===== src/rtl/cnt_arb_pkg.sv =====
// cnt_arb_pkg: state type and default sizes for the counter arbiter
package cnt_arb_pkg;
  typedef enum logic [1:0] {IDLE, CLR, RUN, DONE} cnt_arb_state_e;
  localparam int N_DEF = 4;
  localparam int W_DEF = 16;
endpackage


===== src/rtl/rr_pick.sv =====
// rr_pick: combinational round-robin picker, first set request at or above ptr, wrapping
module rr_pick import cnt_arb_pkg::*; #(
  parameter int N = N_DEF
) (
  input  logic [N-1:0]         req,
  input  logic [$clog2(N)-1:0] ptr,
  output logic [$clog2(N)-1:0] idx,
  output logic                 valid
);
  localparam int IW = $clog2(N);
  assign valid = |req;
  always_comb begin
    idx = '0;
    for (int i = N - 1; i >= 0; i--) if (req[IW'((int'(ptr) + i) % N)]) idx = IW'((int'(ptr) + i) % N);
  end
endmodule


===== src/rtl/cnt_arb.sv =====
// cnt_arb: round-robin arbiter granting one requester at a time the shared counter up to its threshold
module cnt_arb import cnt_arb_pkg::*; #(
  parameter int N = N_DEF,
  parameter int W = W_DEF
) (
  input  logic                 clk_i,
  input  logic                 rst_i,
  input  logic [N-1:0]         req_i,
  input  logic [N*W-1:0]       thr_i,
  output logic [N-1:0]         gnt_o,
  output logic [N-1:0]         done_o,
  output logic                 busy_o,
  output logic [$clog2(N)-1:0] owner_o,
  output logic                 cnt_clr_o,
  output logic                 cnt_en_o,
  output logic [W-1:0]         cnt_thr_o,
  input  logic                 cnt_tc_i
);
  localparam int IW = $clog2(N);
  cnt_arb_state_e state;
  logic [IW-1:0] owner, ptr, idx, nxt;
  logic valid, wd;
  logic [W-1:0] thr_a [N];
  for (genvar k = 0; k < N; k++) begin : g_thr
    assign thr_a[k] = thr_i[k*W +: W];
  end
  rr_pick #(.N(N)) u_pick (.req(req_i), .ptr(ptr), .idx(idx), .valid(valid));
  assign nxt = owner == IW'(N - 1) ? '0 : owner + 1'b1;
  assign wd = (state == CLR || state == RUN) && !req_i[owner];
  always_ff @(posedge clk_i) begin
    if (rst_i) begin
      state     <= IDLE;
      ptr       <= '0;
      owner     <= '0;
      cnt_thr_o <= '0;
    end else begin
      case (state)
        IDLE: if (valid) begin
          state     <= CLR;
          owner     <= idx;
          cnt_thr_o <= thr_a[idx];
        end
        CLR: begin
          state <= wd ? IDLE : RUN;
          if (wd) ptr <= nxt;
        end
        RUN: begin
          state <= wd ? IDLE : cnt_tc_i ? DONE : RUN;
          if (wd) ptr <= nxt;
        end
        DONE: begin
          state <= IDLE;
          ptr   <= nxt;
        end
      endcase
    end
  end
  always_comb begin
    busy_o    = !rst_i && state != IDLE;
    gnt_o     = busy_o ? N'(1) << owner : '0;
    done_o    = busy_o && state == DONE ? N'(1) << owner : '0;
    owner_o   = busy_o ? owner : '0;
    cnt_clr_o = rst_i || state == CLR || wd;
    cnt_en_o  = !rst_i && state == RUN && !cnt_tc_i;
  end
endmodule


===== config.mk =====
export PLATFORM = sky130hd
export DESIGN_NAME = cnt_arb
export DESIGN_NICKNAME = d
export VERILOG_FILES = /design/src/rtl/cnt_arb_pkg.sv /design/src/rtl/rr_pick.sv /design/src/rtl/cnt_arb.sv
export SDC_FILE = /design/constraint.sdc
export NUM_CORES = 1
export LEC_CHECK = 0
export ABC_AREA = 1
export BUFFER_PORTS_ARGS = -buffer_cell sky130_fd_sc_hd__buf_4
export CAP_MARGIN = 20
export CORE_MARGIN = 8
export CORE_UTILIZATION = 45
export CTS_BUF_LIST = sky130_fd_sc_hd__clkbuf_8
export DETAILED_ROUTE_END_ITERATION = 8
export PLACE_DENSITY = 0.88
export SYNTH_ARGS = -nofsm -noshare
export SYNTH_HDL_FRONTEND = slang
export SYNTH_SLANG_ARGS = --single-unit

===== constraint.sdc =====
create_clock -name clk_i -period 2.1 [get_ports clk_i]
set_input_delay 0.105 -clock clk_i [delete_from_list [all_inputs] [get_ports clk_i]]
set_output_delay 0.105 -clock clk_i [all_outputs]
set_load 0.01 [all_outputs]

==> flow_metrics.py <==
metrics = {
    "run_status": {
        "status": "finished, final reports clean",
    },
    "global_route": {
        "track_usage_pct": 17.73,
        "gr-total-overflow": 0,
        "grt_pass1_vias": 2446,
        "grt_pass1_wl_um": 10800,
        "antenna_found_initial": 0,
        "grt_start_max_net_pins": 23,
    },
    "synthesis": {
        "syn_area_per_cell_um2": 5.928,
        "synth_top_family_by_area": "simple AND/OR/NAND/NOR gates",
        "synth_warnings": 0,
        "synth-edff-count": 0,
        "synth-compound-area-share_pct": 9.063,
        "syn-num-nets": 426,
        "syn_area_mm2": 0.002057,
        "synthArstFlopShare_pct": 0,
        "synth-adder-area-share_pct": 4.866,
        "seq_area_frac_synth_pct": 21.41,
        "netlist_instances": 347,
        "synth_flop_cell": "dfxtp_1",
        "ys_seq_elements": 22,
        "yosys.area_share.simple_pct": 47.08,
        "synthMuxAreaShare_pct": 0,
        "synthDistinctLibCells": 34,
        "synth-xor-area-share_pct": 0,
    },
    "clocking": {
        "h-tree-depth": 1,
        "cts_hold_buf": 0,
        "path_clk_slew_ns": 0.09,
        "clock_latency_ns": 0.27,
        "cts_made_buffers": 3,
        "clockBufferDepth": 2,
        "clk_root_buffer_cell": "clkbuf_8",
        "ctsResizeCount": 0,
        "tritoncts": "yes",
        "post_cts_buffers": 0,
        "cts_num_sinks": 22,
    },
    "cells_and_area": {
        "mostFrequentLayoutCells": "buf_4 (103), nand2_1 (91), inv_1 (62), nand3_1 (52), nor2_1 (39)",
        "num_antenna_cells": 0,
        "layout-drive-gt1-share_pct": 32.20,
        "nNetsFinal": 521,
        "nFillCells": 407,
        "layout_commonest_cell": "buf_4",
        "area_growth_pct": 41.00,
    },
    "worst_hold_path": {
        "hp-class": "input pin to register",
        "hold_end": "cnt_thr_o[9]",
        "whs_path_depth": 3,
        "hp-start": "thr_i[57]",
    },
    "timing": {
        "fmax_mhz": 535.6,
        "whs_ns": 0.05301,
        "skew_ns": 0.003166,
        "max-slew-margin-rel_pct": 65.90,
        "final-hold-violation-count": 0,
        "final.period_utilization_pct": 88.91,
        "rsz0062_at_grt": "false",
        "finalSetupViolations": 0,
        "tightest_slew_ns": 0.5109,
        "slew_viol_final": 0,
        "fin_tns_setup_ns": 0,
        "final.min_clock_period_ns": 1.867,
    },
    "drt": {
        "vias": 2377,
        "drt-pass1-iter-count": 4,
        "drcViolationCount": 0,
        "drt_iter0_drc": 126,
        "wl_um": 6363,
        "via_per_inst": 4.822,
        "routedWlPerCell_um": 12.91,
        "antenna_left": 0,
    },
    "floorplanning": {
        "rows": 24,
        "die_y_um": 83.61,
        "coreArea_mm2": 0.004384,
        "io_pins": 100,
        "die_area_mm2": 0.006991,
        "initial_utilization_pct": 46.92,
        "die_w_um": 83.61,
    },
    "pwr": {
        "total_leakage_power_nw": 1.667,
        "vdd_drop_max_uv": 438.8,
        "power_density_mw_per_mm2": 882.9,
    },
    "place": {
        "hpwl_um": 5127,
        "place.gp.congestion": 0.8866,
        "io_buffers": 99,
    },
    "worst_setup_path": {
        "regToRegSetupSlack_ns": 0.23,
        "cp.required_ns": 2.27,
        "crit_type": "register to register",
        "critPathLaunch": "ptr[1]",
        "critPathArrivalTime_ns": 2.04,
        "worstPathMaxFanout": 8,
        "reg2regPathDepth": 12,
        "r2r_start": "ptr[1]",
        "endpoint_kind": "register",
        "regToRegEndpoint": "cnt_thr_o[1]",
        "startpoint_type": "register",
    },
    "run": {
        "max_cap_violations": 0,
    },
}
[where the power goes]
part           leakage (nW)  switching (mW)  total (mW)  internal, mW
Clock                0.0357           0.151       0.406         0.255
Sequential            0.183          0.0833       0.614         0.531
Combinational          1.45           0.879        1.54         0.661
Total                  1.67            1.11        2.56          1.45
[cells in the mapped netlist (all sizes together) (2+ instances only)]
cell / count / share of area (%)
inv: 66 / 12
ha: 8 / 4.9
o21ai: 12 / 3.6
clkbuf: 3 / 0.55
dfxtp: 22 / 21
nor2: 44 / 8.9
nand4: 2 / 1.3
buf: 12 / 4.7
nand2: 100 / 20
a21oi: 10 / 3.0
nand3: 56 / 15
nand3b: 5 / 1.8
[critical path, stage by stage, from the launching register on]
cell and delay, ns:
dfxtp_1 0.48, inv_2 0.10, nand2_1 0.08, nand2_2 0.07, nand3_1 0.12, nand4_4 0.11
a21boi_4 0.25, nor2_2 0.11, buf_4 0.19, nand2_1 0.07, nand3_1 0.07, nand2_1 0.07
inv_1 0.04
[per-layer routing]
layer,track usage [%],routed length (um),part of all wire [%],vias up
met5,0,0,0,-
met4,4.710,63,0.99,0
met3,6.152,450,7.1,8
met2,32.07,3100,49,79
met1,18.89,2748,43,1037
li1,-,-,-,1253
[stage by stage]
stage          instance area [um2]  total power [mW]  utilization, %  std cells  setup WS [ns]
6_report                      2900             2.561           66.15        493         0.2329
5_1_grt                       2900             2.797           66.15        493        0.01405
4_1_cts                       2899             2.578           66.12        493         0.1339
3_5_place_dp                  2828             2.167           64.50        489         0.1527
3_3_place_gp                  2828             2.131           64.50        489         0.2077
2_1_floorplan                 2057             1.706               -        347         0.4604
[registers in the layout, summed over array words and instances, names as in the netlist]
name       flops
state          2
owner          2
cnt_thr_o     16
ptr            2
[cells by family after synthesis]
logic type               Yosys count
AND/OR/NAND/NOR                  208
AO/OA/AOI/OAI                     27
flip-flops                        22
buffers and inverters             82
adder cells (fa/ha/maj)            8
[area by class of cell]
class | instances | area [um2] | share of cell area (%)
clock buffer | 3 | 41.29 | 1.424
multi-input combinational | 243 | 1255 | 43.27
sequential | 22 | 441.7 | 15.23
clock inverter | 1 | 30.03 | 1.035
inverter | 67 | 254.0 | 8.758
tap | 52 | 65.06 | 2.243
timing repair buffer | 105 | 813.3 | 28.04
[how the worst max path moves through the flow]
stage | end | slack, ns | cells after the start
floorplan | owner[1] | 0.46 | 9
global placement | cnt_thr_o[8] | 0.21 | 11
detailed placement | cnt_thr_o[1] | 0.15 | 14
CTS | cnt_thr_o[8] | 0.13 | 14
global route | cnt_thr_o[1] | 0.01 | 14
finish | cnt_thr_o[1] | 0.23 | 12
No activity file was read; power rests on OpenSTA's default activity.
